--- config.mk ---
export PLATFORM = sky130hd
export DESIGN_NAME = servo_adc_scheduler
export DESIGN_NICKNAME = d
export VERILOG_FILES = /design/src/rtl/servo_adc_scheduler.sv
export SDC_FILE = /design/constraint.sdc
export NUM_CORES = 1
export LEC_CHECK = 0
export CAP_MARGIN = 20
export CELL_PAD_IN_SITES_DETAIL_PLACEMENT = 2
export CELL_PAD_IN_SITES_GLOBAL_PLACEMENT = 2
export CORE_MARGIN = 2
export CORE_UTILIZATION = 31
export CTS_CLUSTER_DIAMETER = 80
export DETAILED_ROUTE_END_ITERATION = 12
export PLACE_DENSITY = 0.86
export SLEW_MARGIN = 5
export SYNTH_ARGS = -nofsm -noshare
export SYNTH_HDL_FRONTEND = slang
export SYNTH_SLANG_ARGS = --single-unit
--- constraint.sdc ---
create_clock -name clk -period 2.3 [get_ports clk]
set_input_delay 0.575 -clock clk [delete_from_list [all_inputs] [get_ports clk]]
set_output_delay 0.575 -clock clk [all_outputs]
set_load 0.01 [all_outputs]
--- src/rtl/servo_adc_scheduler.sv ---
// Shares one current-sense ADC between four servo channels: on each PWM trigger,
// it converts every enabled channel in ascending order and registers the results.
module servo_adc_scheduler #(
    parameter int ADC_WIDTH = 12,
    parameter int TO_WIDTH  = 8
) (
    input  logic                 clk,
    input  logic                 reset_n,
    input  logic                 core_en,
    input  logic [3:0]           ch_en,
    input  logic                 measurement_trigger,
    input  logic                 clear_status,
    output logic                 adc_req,
    output logic [1:0]           adc_ch,
    input  logic                 adc_ack,
    input  logic [ADC_WIDTH-1:0] adc_data,
    output logic [ADC_WIDTH-1:0] i0,
    output logic [ADC_WIDTH-1:0] i1,
    output logic [ADC_WIDTH-1:0] i2,
    output logic [ADC_WIDTH-1:0] i3,
    output logic                 sample_valid,
    output logic                 busy,
    output logic                 overrun,
    output logic [3:0]           adc_timeout
);

    typedef enum logic [1:0] {IDLE, REQ, GAP} state_t;

    // The counter starts at 0 on the first REQ cycle, so the request gives up
    // once the count would reach all-ones: 2**TO_WIDTH-1 request cycles in total.
    localparam logic [TO_WIDTH-1:0] CNT_LAST = {{(TO_WIDTH-1){1'b1}}, 1'b0};

    state_t                state_reg, state_next;
    logic [3:0]            mask_reg, mask_next;
    logic [1:0]            ch_reg, ch_next;
    logic [TO_WIDTH-1:0]   cnt_reg, cnt_next;
    logic                  sv_reg, sv_next;
    logic                  overrun_reg, overrun_next;
    logic [3:0]            timeout_reg, timeout_next;
    logic [ADC_WIDTH-1:0]  i_reg [4];
    logic                  wr_en;
    logic [3:0]            to_set;
    logic                  ovr_set;
    logic [3:0]            above_mask;

    genvar gi;

    function automatic logic [1:0] lowest_bit(input logic [3:0] m);
        lowest_bit = 2'd0;
        for (int k = 3; k >= 0; k--) begin
            if (m[k]) lowest_bit = 2'(k);
        end
    endfunction

    // Channels of the latched mask that are still pending in this sweep.
    generate
        for (gi = 0; gi < 4; gi++) begin : g_above
            assign above_mask[gi] = mask_reg[gi] && (ch_reg < 2'(gi));
        end
    endgenerate

    always_comb begin
        state_next = state_reg;
        mask_next  = mask_reg;
        ch_next    = ch_reg;
        cnt_next   = cnt_reg;
        sv_next    = 1'b0;
        wr_en      = 1'b0;
        to_set     = 4'b0000;
        // The sample_valid cycle is already IDLE but still counts as busy for triggers.
        ovr_set    = measurement_trigger && ((state_reg != IDLE) || sv_reg);

        case (state_reg)
            IDLE: begin
                cnt_next = '0;
                if (measurement_trigger && !sv_reg && core_en && (|ch_en)) begin
                    mask_next  = ch_en;
                    ch_next    = lowest_bit(ch_en);
                    state_next = REQ;
                end
            end
            REQ: begin
                cnt_next = cnt_reg + 1'b1;
                if (adc_ack) begin
                    wr_en = 1'b1;
                end else if (cnt_reg == CNT_LAST) begin
                    to_set = 4'b0001 << ch_reg;
                end
                if (adc_ack || (cnt_reg == CNT_LAST)) begin
                    cnt_next = '0;
                    if (|above_mask) begin
                        ch_next    = lowest_bit(above_mask);
                        state_next = GAP;
                    end else begin
                        sv_next    = 1'b1;
                        state_next = IDLE;
                    end
                end
            end
            GAP: begin
                state_next = REQ;
            end
            default: begin
                state_next = IDLE;
            end
        endcase

        overrun_next = (overrun_reg && !clear_status) || ovr_set;
        timeout_next = (timeout_reg & {4{!clear_status}}) | to_set;
    end

    always_ff @(posedge clk) begin
        if (!reset_n) begin
            state_reg   <= IDLE;
            mask_reg    <= 4'b0000;
            ch_reg      <= 2'd0;
            cnt_reg     <= '0;
            sv_reg      <= 1'b0;
            overrun_reg <= 1'b0;
            timeout_reg <= 4'b0000;
        end else begin
            state_reg   <= state_next;
            mask_reg    <= mask_next;
            ch_reg      <= ch_next;
            cnt_reg     <= cnt_next;
            sv_reg      <= sv_next;
            overrun_reg <= overrun_next;
            timeout_reg <= timeout_next;
        end
    end

    generate
        for (gi = 0; gi < 4; gi++) begin : g_sample
            always_ff @(posedge clk) begin
                if (!reset_n) begin
                    i_reg[gi] <= '0;
                end else if (wr_en && (ch_reg == 2'(gi))) begin
                    i_reg[gi] <= adc_data;
                end
            end
        end
    endgenerate

    assign adc_req      = (state_reg == REQ);
    assign busy         = (state_reg != IDLE);
    assign adc_ch       = ch_reg;
    assign sample_valid = sv_reg;
    assign overrun      = overrun_reg;
    assign adc_timeout  = timeout_reg;
    assign i0           = i_reg[0];
    assign i1           = i_reg[1];
    assign i2           = i_reg[2];
    assign i3           = i_reg[3];

endmodule

### Yosys cells after proc, flatten, opt, wreduce, memory -nomap -nowiden

Memories as Yosys holds them, arrays and structs flattened.
Index checks and enable logic that the tools add are counted.

| storage, ports and cells | value |
|---|---|
| memory bits (read-only) | 0 |
| input port bits | 22 |
| RAM bits | 48 |
| register bits after elaboration | 22 |
| logic and storage cells | 98 |
| memories | 1 |
| bits in latches | 0 |

| operators by class | value |
|---|---|
| muxes and demuxes | 41 |
| shifts and indexed selects | 1 |
| $lt $le $gt $ge | 4 |
| bitwise logic cells | 6 |
| equality and inequality tests | 9 |
| add/subtract/negate cells | 1 |
| reductions and logical operators | 28 |
| div/mod/pow operators | 0 |
| multiply operators | 0 |

Memories:

| memory | words | bits a word | rd ports | clocked after Yosys merged registers in | write ports | line | text |
|---|---|---|---|---|---|---|---|
| i_reg | 4 | 12 | 4 | 0 | 4 | 40 | `logic [ADC_WIDTH-1:0] i_reg [4];` |

Operator list:

| cell | number |
|---|---|
| 12-bit two-way mux | 4 |
| 2-bit two-way mux | 14 |
| 1-bit two-way mux | 16 |
| 8-bit case mux with 2 select lines | 1 |
| 1-bit logical AND | 13 |
| 4-bit two-way mux | 3 |
| 8-bit by 1-bit adder with 8-bit output, second input constant | 1 |
| 8-bit equality test, second input constant | 1 |
| 8-bit two-way mux | 1 |
| 4-bit OR reduction | 2 |
| 2-bit equality test, second input constant | 3 |
| 2-bit case mux with 3 select lines | 1 |
| 4-bit bitwise AND | 1 |
| 2-bit by 1-bit equality test with 1-bit output, second input constant | 2 |
| 2-bit logical NOT | 2 |
| 2-bit by 1-bit less-than comparator with 1-bit output, second input constant | 2 |
| 2-bit less-than comparator, second input constant | 2 |
| 2-bit by 1-bit != test with 1-bit output, second input constant | 2 |
| 1-bit bitwise OR | 4 |
| 4-bit bitwise OR | 1 |
| 2-bit case mux with 2 select lines | 1 |
| 2-bit AND reduction | 2 |
| 4-bit AND reduction | 1 |
| 2-bit nonzero test | 2 |
| other kinds (5) | 8 |

### Logic depth before layout (Yosys ltp)

Gate-level depths: netlist of the first run.

| logic depth | value |
|---|---|
| word-level depth | 9 |
| mapped depth | 8 |
| depth with buffers taken out | 7 |

### Least setup slack after synthesis of the first run

No wires, ideal clock.

| timing path | value |
|---|---|
| path type | register to register |
| start | reg state_reg[0] |
| end | mem i_reg[0][0] (enable) |
| setup slack | 0.160 ns |
| arrival time | 1.740 ns |
| period minus slack after synthesis | 2.140 ns |
| library setup time | 0.400 ns |
| cell stages (with the launch flop) | 5 |
| required time | 1.900 ns |
| path through | dfxtp_1 -> nor2b_1 -> buf_2 -> nand2_1 -> o31ai_1 |

RTL lines:

| item | line | text |
|---|---|---|
| from (decl) | 33 | `state_t state_reg, state_next;` |
| from (signal assigned) | 122 | `state_reg <= state_next;` |
| to (decl) | 40 |  |

### Worst setup path after layout of the first run

| timing path | value |
|---|---|
| start | reg state_reg[0] |
| end | out busy |

| between the ends | value |
|---|---|
| word-level cells in the longest chain between the ends | 1 |

RTL lines:

| item | line | text |
|---|---|---|
| 2-bit nonzero test | 145 | `assign busy = (state_reg != IDLE);` |
| to (decl) | 22 | `output logic busy,` |

Every way passes these cells.

==> results.cfg, run 1 <==
[synthesis]
synth.area.top_cells = edfxtp_1 (49%), dfxtp_1 (14%), and2_1 (12%)
synth_top_flop_cell = edfxtp_1
syn_nets = 264
synth-edff-count = 48
yosysWarningCount = 0
syn_inst = 240
synth-seq-area-share = 0.636
avgSynthCellArea_um2 = 12.2
synth_top_area_cell = edfxtp_1
syn_area_um2 = 2930
ys_seq_elements = 69
synth.distinct_cells = 42
async_reset_ff_frac = 0
synth_top_area_share = 0.493

[sta]
finalCriticalPeriod_ps = 2240
setup_viol = 0
maxSlewViolCount = 0
skew_ps = 7.00
min_period_over_period = 0.972
relSlewSlack = 0.627
fmax_mhz = 447
tns_ps = 0
rsz0062_at_grt = no
finalHoldViolCount = 0
tightest_slew_ps = 559

[finish]
nNetsFinal = 355
final_common_cell = clkdlybuf4s50_1
final_cell_mix = clkdlybuf4s50_1 (79), and2_1 (55), edfxtp_1 (48)
largest_register_ffs = 48
area_growth_pct = 40.5
drive_above_1_share = 0.107
fin_util = 0.447
insertedDiodeCount = 0

[route]
drc_errors = 0
routedWlPerCell_um = 19.0
first_pass_iters = 4
vias_per_cell = 4.91
initialDrtViolationCount = 36
routed_wl_um = 8500
route.vias.total = 2195
ant_nets = 0

[floorplanning]
die_h_um = 101
core_area_um2 = 9200
num_io_pins = 80
start_util = 0.318
die_area_um2 = 10200
placementRows = 35
die_w_um = 101

[job]
drv_cap = 0

[clock_network]
h-tree-depth = 3
post_cts_resized = 0
cts_tree = built
path_clk_slew_ps = 80
max-clock-path-buffers = 2
root_buffer = clkbuf_8
cts_made_buffers = 9
insertion_delay_ps = 350
post_cts_buffers = 0
cts_hold_buf = 0
cts.sinks = 69

[critical_path]
crit_type = flop to output pin
cp-start-kind = flop
r2r_cells = 6
r2r-end = adc_ch[0]
r2r_setup_slack_ps = 320
end_kind = output pin
cp_data_required_time_ps = 1730
path_max_fanout = 6
reg2reg_from = cnt_reg[1]
worstPathArrival_ps = 1660

[global_routing]
grt_antenna_before_repair = 0
grt_pass1_wl_um = 13200
overflow = 0
grt_max_degree = 26
grt_pass1_vias = 2408
grt_usage = 0.173

[place]
hpwl_um = 6080
port-buffer-count = 79
gp_congestion = 0.703

[hold_path]
hold_class = flop to flop
min-delay-start = overrun
hold_end = overrun
hold_depth = 2

[power]
peakVddDrop_uv = 349
power_density_nw_per_um2 = 676
p_leak_nw = 1.49

[status]
status = finished, final reports clean
[through the flow]
step                setup slack [ps]  hold slack [ps]  instances  power [mW]  instance area [µm²]
finish                          63.9              491        447        2.78                 4110
global route                    6.33              530        447        2.87                 4110
CTS                             64.5              499        447        2.81                 4110
detailed placement             -59.1              488        431        1.70                 3890
global placement                 111              468        431        1.69                 3890
floorplan                        160              477        240        1.52                 2930
[cells in the mapped netlist, types with 3 or more instances]
library cell,instances
and2b_1,3
edfxtp_1,48
nand2_1,10
dfxtp_1,21
clkbuf_2,4
o21ai_0,14
nor2_1,10
a21oi_1,5
mux2i_1,4
o31ai_1,3
inv_1,9
clkbuf_1,5
nor2b_1,5
nand3_1,6
and2_1,55
o22ai_1,3
[power by group]
group          switching (mW)  internal, mW
logic                   0.136         0.141
registers              0.0241          1.37
clock network           0.498         0.611
total                   0.658          2.12
[how the worst max path moves through the flow]
stage                 startpoint  slack [ps]     endpoint  cells after the start
finish              state_reg[0]          60         busy                      2
CTS                 state_reg[0]          60         busy                      2
global route        state_reg[0]           6         busy                      2
floorplan           state_reg[0]         160  i_reg[0][0]                      4
detailed placement      ch_en[1]         -60    adc_ch[0]                      6
global placement        ch_en[1]         110    adc_ch[0]                      6
[area by class of cell]
| class | instances | area, µm² |
|---|---|---|
| Clock buffer | 10 | 128 |
| Clock inverter | 6 | 88.8 |
| Fill cell | 955 | 5080 |
| Inverter | 10 | 37.5 |
| Multi-Input combinational cell | 150 | 976 |
| Sequential cell | 69 | 1860 |
| Tap cell | 111 | 139 |
| Timing Repair Buffer | 91 | 881 |
[cells by family (layout without fill, tap and decap cells)]
family | count (synthesis) | count (layout) | share of synthesized area
buffers and inverters | 21 | 117 | 0.0316
AND/OR/NAND/NOR | 105 | 105 | 0.223
adder cells (fa/ha/maj) | 2 | 2 | 0.00855
flip-flops | 69 | 69 | 0.636
multiplexers | 4 | 4 | 0.0137
AO/OA/AOI/OAI | 39 | 39 | 0.0868
[layer usage]
layer / share of wire / GRT usage
met5: 0 / 0
met4: 0.014 / 0.0468
met3: 0.050 / 0.0442
met2: 0.50 / 0.307
met1: 0.44 / 0.208
[worst max-delay path, stage by stage, from the launching register on]
cell and delay [ps]:
dfxtp_1 440, or2_1 290, clkdlybuf4s50_1 590
(Power assumes the default switching activity.)
==> inputs of run 2 (changes only) <==
--- a/config.mk
+++ b/config.mk
@@ -8,11 +8,13 @@
 export CAP_MARGIN = 20
 export CELL_PAD_IN_SITES_DETAIL_PLACEMENT = 2
 export CELL_PAD_IN_SITES_GLOBAL_PLACEMENT = 2
+export CORE_ASPECT_RATIO = 0.6
 export CORE_MARGIN = 2
 export CORE_UTILIZATION = 31
 export CTS_CLUSTER_DIAMETER = 80
 export DETAILED_ROUTE_END_ITERATION = 12
 export PLACE_DENSITY = 0.86
+export RECOVER_POWER = 50
 export SLEW_MARGIN = 5
 export SYNTH_ARGS = -nofsm -noshare
 export SYNTH_HDL_FRONTEND = slang
==> run 2 against run 1 <==
Hold slack got worse by 2.4 ps. Worst setup slack better by 100 ps. Power increased by 12%. Wire length rose by 7.0%. Die area up 0.25%. First-iteration DRC count rose to 3.0 times the previous value. Combinational power down 2%. Clock power is 32% higher. Sequential power is essentially flat.
==> results.cfg, run 2 (synthesis gave the netlist of run 1 again) <==
[critical_path]
end_kind = flop
path_max_fanout = 4
worstPathArrival_ps = 2360
cp_data_required_time_ps = 2520
critPathSlowestCell = nor4_1
crit_chain = clkdlybuf4s50_1, nor4_2, nor4_1, mux2i_1, nor2b_1
crit_type = input port to flop
slowest_delay_ps = 790
cp-start-kind = input port

[clock_network]
cts_made_buffers = 9
max-clock-path-buffers = 2
root_buffer = clkbuf_16
insertion_delay_ps = 330
post_cts_resized = 0
cts_hold_buf = 0
post_cts_buffers = 0
h-tree-depth = 3
cts.sinks = 69
path_clk_slew_ps = 60
cts_tree = built

[place]
hpwl_um = 6960
port-buffer-count = 79
gp_congestion = 0.765

[finish]
largest_register_ffs = 48
nNetsFinal = 356
area_growth_pct = 43.1
fin_util = 0.457
final_cell_mix = edfxtp_1 (48), clkdlybuf4s50_1 (43), and2_1 (42)
final_common_cell = edfxtp_1
insertedDiodeCount = 0
drive_above_1_share = 0.0801

[global_routing]
grt_usage = 0.187
busiest_layer = met2
grt_max_degree = 26
grt_use_met3 = 0.0499
met2_usage = 0.293
grt_pass1_wl_um = 14000
grt_antenna_before_repair = 0
overflow = 0
grt_pass1_vias = 2367
grtUsageMet1 = 0.255

[floorplanning]
num_io_pins = 80
start_util = 0.320
die_w_um = 129
placementRows = 27
core_area_um2 = 9160
die_h_um = 79.2
die_area_um2 = 10300

[sta]
rsz0062_at_grt = no
tightest_slew_ps = 954
relSlewSlack = 0.358
setup_viol = 0
tns_ps = 0
skew_ps = 5.79
finalHoldViolCount = 0
fmax_mhz = 468
maxSlewViolCount = 0
min_period_over_period = 0.928
finalCriticalPeriod_ps = 2130

[route]
initialDrtViolationCount = 109
drc_errors = 0
routed_wl_um = 9100
ant_nets = 0
routedWlPerCell_um = 19.5
first_pass_iters = 4
route.vias.total = 2208
vias_per_cell = 4.73

[job]
drv_cap = 0

[status]
status = finished, final reports clean

[power]
power_density_nw_per_um2 = 744
peakVddDrop_uv = 349
power.total_mw = 3.12
p_leak_nw = 1.57

[hold_path]
hold_class = flop to flop
==> run 2: cell count changes in the layout (fill, tap and decap cells not counted), moves of 4 or more <==
cell / delta
dlygate4sd3_1: +36
clkdlybuf4s50_1: -36
clkbuf_16: +9
clkbuf_1: +4
clkbuf_8: -9
and2_0: +13
buf_4: -6
and2_1: -13
==> run 2: report_power, final <==
part,switching [mW],internal [mW]
clock network,0.516,0.942
registers,0.0177,1.37
logic,0.143,0.127
==> run 2: cell type report <==
cell class | count | area (µm²)
fillers | 940 | 4970
flip-flops and latches | 69 | 1860
multi-input cells | 150 | 945
repair buffers | 92 | 865
clock buffers | 9 | 225
well taps | 130 | 163
clock inverters | 7 | 90.1
inverters | 10 | 37.5
==> run 2: worst max-delay path, delay by kind of cell <==
family	cells	cell delay, ps
AND/OR/NAND/NOR	3	930
buffers and inverters	1	550
multiplexers	1	300
==> run 2: metal layers <==
metal	part of all wire	vias up
met4	0.017	0
met5	0	-
met3	0.038	13
li1	-	1034
met2	0.48	56
met1	0.47	1105
==> run 2: worst paths after layout <==
kind	start	end	slack [ps]	cells past startpoint
setup reg to reg	state_reg[0]	i_reg[0][3]	260	6
hold reg to reg	overrun	overrun	490	2
setup / recovery	ch_en[3]	mask_reg[3]	170	5
hold / removal	overrun	overrun	490	2
==> run 2: metrics by stage <==
| stage | area, µm² | hold slack, ps | setup slack, ps | instances |
|---|---|---|---|---|
| 3_3_place_gp | 3930 | 487 | 119 | 451 |
| 5_1_grt | 4190 | 557 | 39.2 | 467 |
| 2_1_floorplan | 2930 | 477 | 160 | 240 |
| 4_1_cts | 4240 | 501 | 106 | 467 |
| 3_5_place_dp | 3930 | 495 | 6.22 | 451 |
| 6_report | 4190 | 489 | 165 | 467 |
==> inputs of run 3 (changes only) <==
--- a/config.mk
+++ b/config.mk
@@ -15,6 +15,8 @@
 export DETAILED_ROUTE_END_ITERATION = 12
 export PLACE_DENSITY = 0.86
 export RECOVER_POWER = 50
+export REMOVE_ABC_BUFFERS = 1
+export SKIP_LAST_GASP = 1
 export SLEW_MARGIN = 5
 export SYNTH_ARGS = -nofsm -noshare
 export SYNTH_HDL_FRONTEND = slang
==> run 3 against run 2 <==
Worst setup slack got worse by 29 ps. Sequential share of layout area increased by 0.080 points. Wire length increased by 5.2%. Utilization decreased by 0.082 points. Clock-buffer cell count unchanged. Cell area decreased by 0.18%. Critical path type unchanged. Highest routed layer unchanged.
==> results.cfg, run 3 (synthesis gave the netlist of run 1 again) <==
[critical_path]
worstPathArrival_ps = 2350
slowest_delay_ps = 640
crit_type = input port to flop
cp_data_required_time_ps = 2480
cp-startpoint = reset_n
reg2reg_from = cnt_reg[1]
critPathSlowestCell = dlygate4sd3_1
crit_chain = dlygate4sd3_1, nand3_1, nor3_1, clkbuf_1, and2_0
path_max_fanout = 12
cp-start-kind = input port
r2r_setup_slack_ps = 180
end_kind = flop

[route]
ant_nets = 0
routedWlPerCell_um = 20.4
first_pass_iters = 4
initialDrtViolationCount = 98
wl_met3_um = 515
routed_wl_um = 9570
wl_met2_um = 4700
wl_met1_um = 4230
highest_layer = met4
route.vias.total = 2251
vias_per_cell = 4.80
drc_errors = 0

[finish]
insertedDiodeCount = 0
seq_area_um2 = 1860
area_growth_pct = 42.9
fillCellCount = 950
nNetsFinal = 358
drive_above_1_share = 0.0944
largest_register_ffs = 48
multi_input_area_um2 = 938
final_cell_mix = clkdlybuf4s50_1 (66), edfxtp_1 (48), and2_0 (40)
finalInstanceArea_um2 = 4180
fin_util = 0.456
final_common_cell = clkdlybuf4s50_1

[clock_network]
cts_hold_buf = 0
cts_tree = built
max-clock-path-buffers = 2
h-tree-depth = 3
cts_made_buffers = 9
cts.sinks = 69
path_clk_slew_ps = 60
root_buffer = clkbuf_16
post_cts_resized = 0
insertion_delay_ps = 330
post_cts_buffers = 0

[floorplanning]
core_area_um2 = 9160
start_util = 0.320
placementRows = 27
die_h_um = 79.2
die_w_um = 129
num_io_pins = 80
die_area_um2 = 10300

[global_routing]
overflow = 0
grt_antenna_before_repair = 0
grt_usage = 0.198
grt_pass1_wl_um = 14700
grt_pass1_vias = 2525
grt_max_degree = 15

[sta]
min_period_over_period = 0.941
skew_ps = 7.91
finalHoldViolCount = 0
fmax_mhz = 462
maxSlewViolCount = 0
setup_viol = 0
rsz0062_at_grt = no
setup_ws_ps = 136
tightest_slew_ps = 799
relSlewSlack = 0.462
tns_ps = 0
finalCriticalPeriod_ps = 2160

[status]
status = finished, final reports clean

[job]
drv_cap = 0

[hold_path]
hold_class = flop to flop
min-delay-start = overrun

[power]
power.total_mw = 3.06
peakVddDrop_uv = 407
power_density_nw_per_um2 = 733
p_leak_nw = 1.49

[place]
hpwl_um = 7040
port-buffer-count = 79
dpl-instance-area_um2 = 3940
dpl_worst_slack_ps = -28.7
gp_congestion = 0.812
[run 3: cell count changes in the layout (fill, tap and decap cells not counted), sizes merged]
| cell | previous run | this run |
|---|---|---|
| clkdlybuf4s50 | 43 | 66 |
| inv | 10 | 11 |
| clkinv | 5 | 2 |
| clkinvlp | 0 | 3 |
| clkbuf | 16 | 17 |
| buf | 6 | 7 |
| dlygate4sd3 | 36 | 13 |
| bufinv | 2 | 1 |
[run 3: stage by stage]
step | instances | hold slack (ps)
2_1_floorplan | 229 | 477
3_3_place_gp | 453 | 475
3_5_place_dp | 453 | 486
4_1_cts | 469 | 494
5_1_grt | 469 | 534
6_report | 469 | 485
[run 3: layer usage]
metal	track usage	vias to the layer above
li1	-	1037
met1	0.242	1144
met2	0.349	60
met3	0.0492	10
met4	0.0527	0
met5	0	-
[run 3: final cells by class]
type | instances | area share
Multi-Input combinational cell | 150 | 0.225
Tap cell | 130 | 0.0389
Sequential cell | 69 | 0.446
Timing Repair Buffer | 94 | 0.210
Clock buffer | 9 | 0.0539
Inverter | 10 | 0.00898
Clock inverter | 7 | 0.0180
[run 3: power by group]
group / leakage (nW) / internal [mW] / switching, mW / total [mW]
logic: 0.686 / 0.136 / 0.144 / 0.280
clock network: 0.138 / 0.842 / 0.548 / 1.39
registers: 0.667 / 1.37 / 0.0233 / 1.39
total: 1.49 / 2.35 / 0.715 / 3.06
[run 3: final timing paths]
path             endpoint  depth (start not counted)
min reg2reg       overrun                          2
min               overrun                          2
max          i_reg[0][11]                          5
max reg2reg     adc_ch[1]                          6
[run 3: worst max-delay path: cells and delay by family]
family	cells	cell delay, ps
AND/OR/NAND/NOR	3	620
buffers and inverters	2	1140
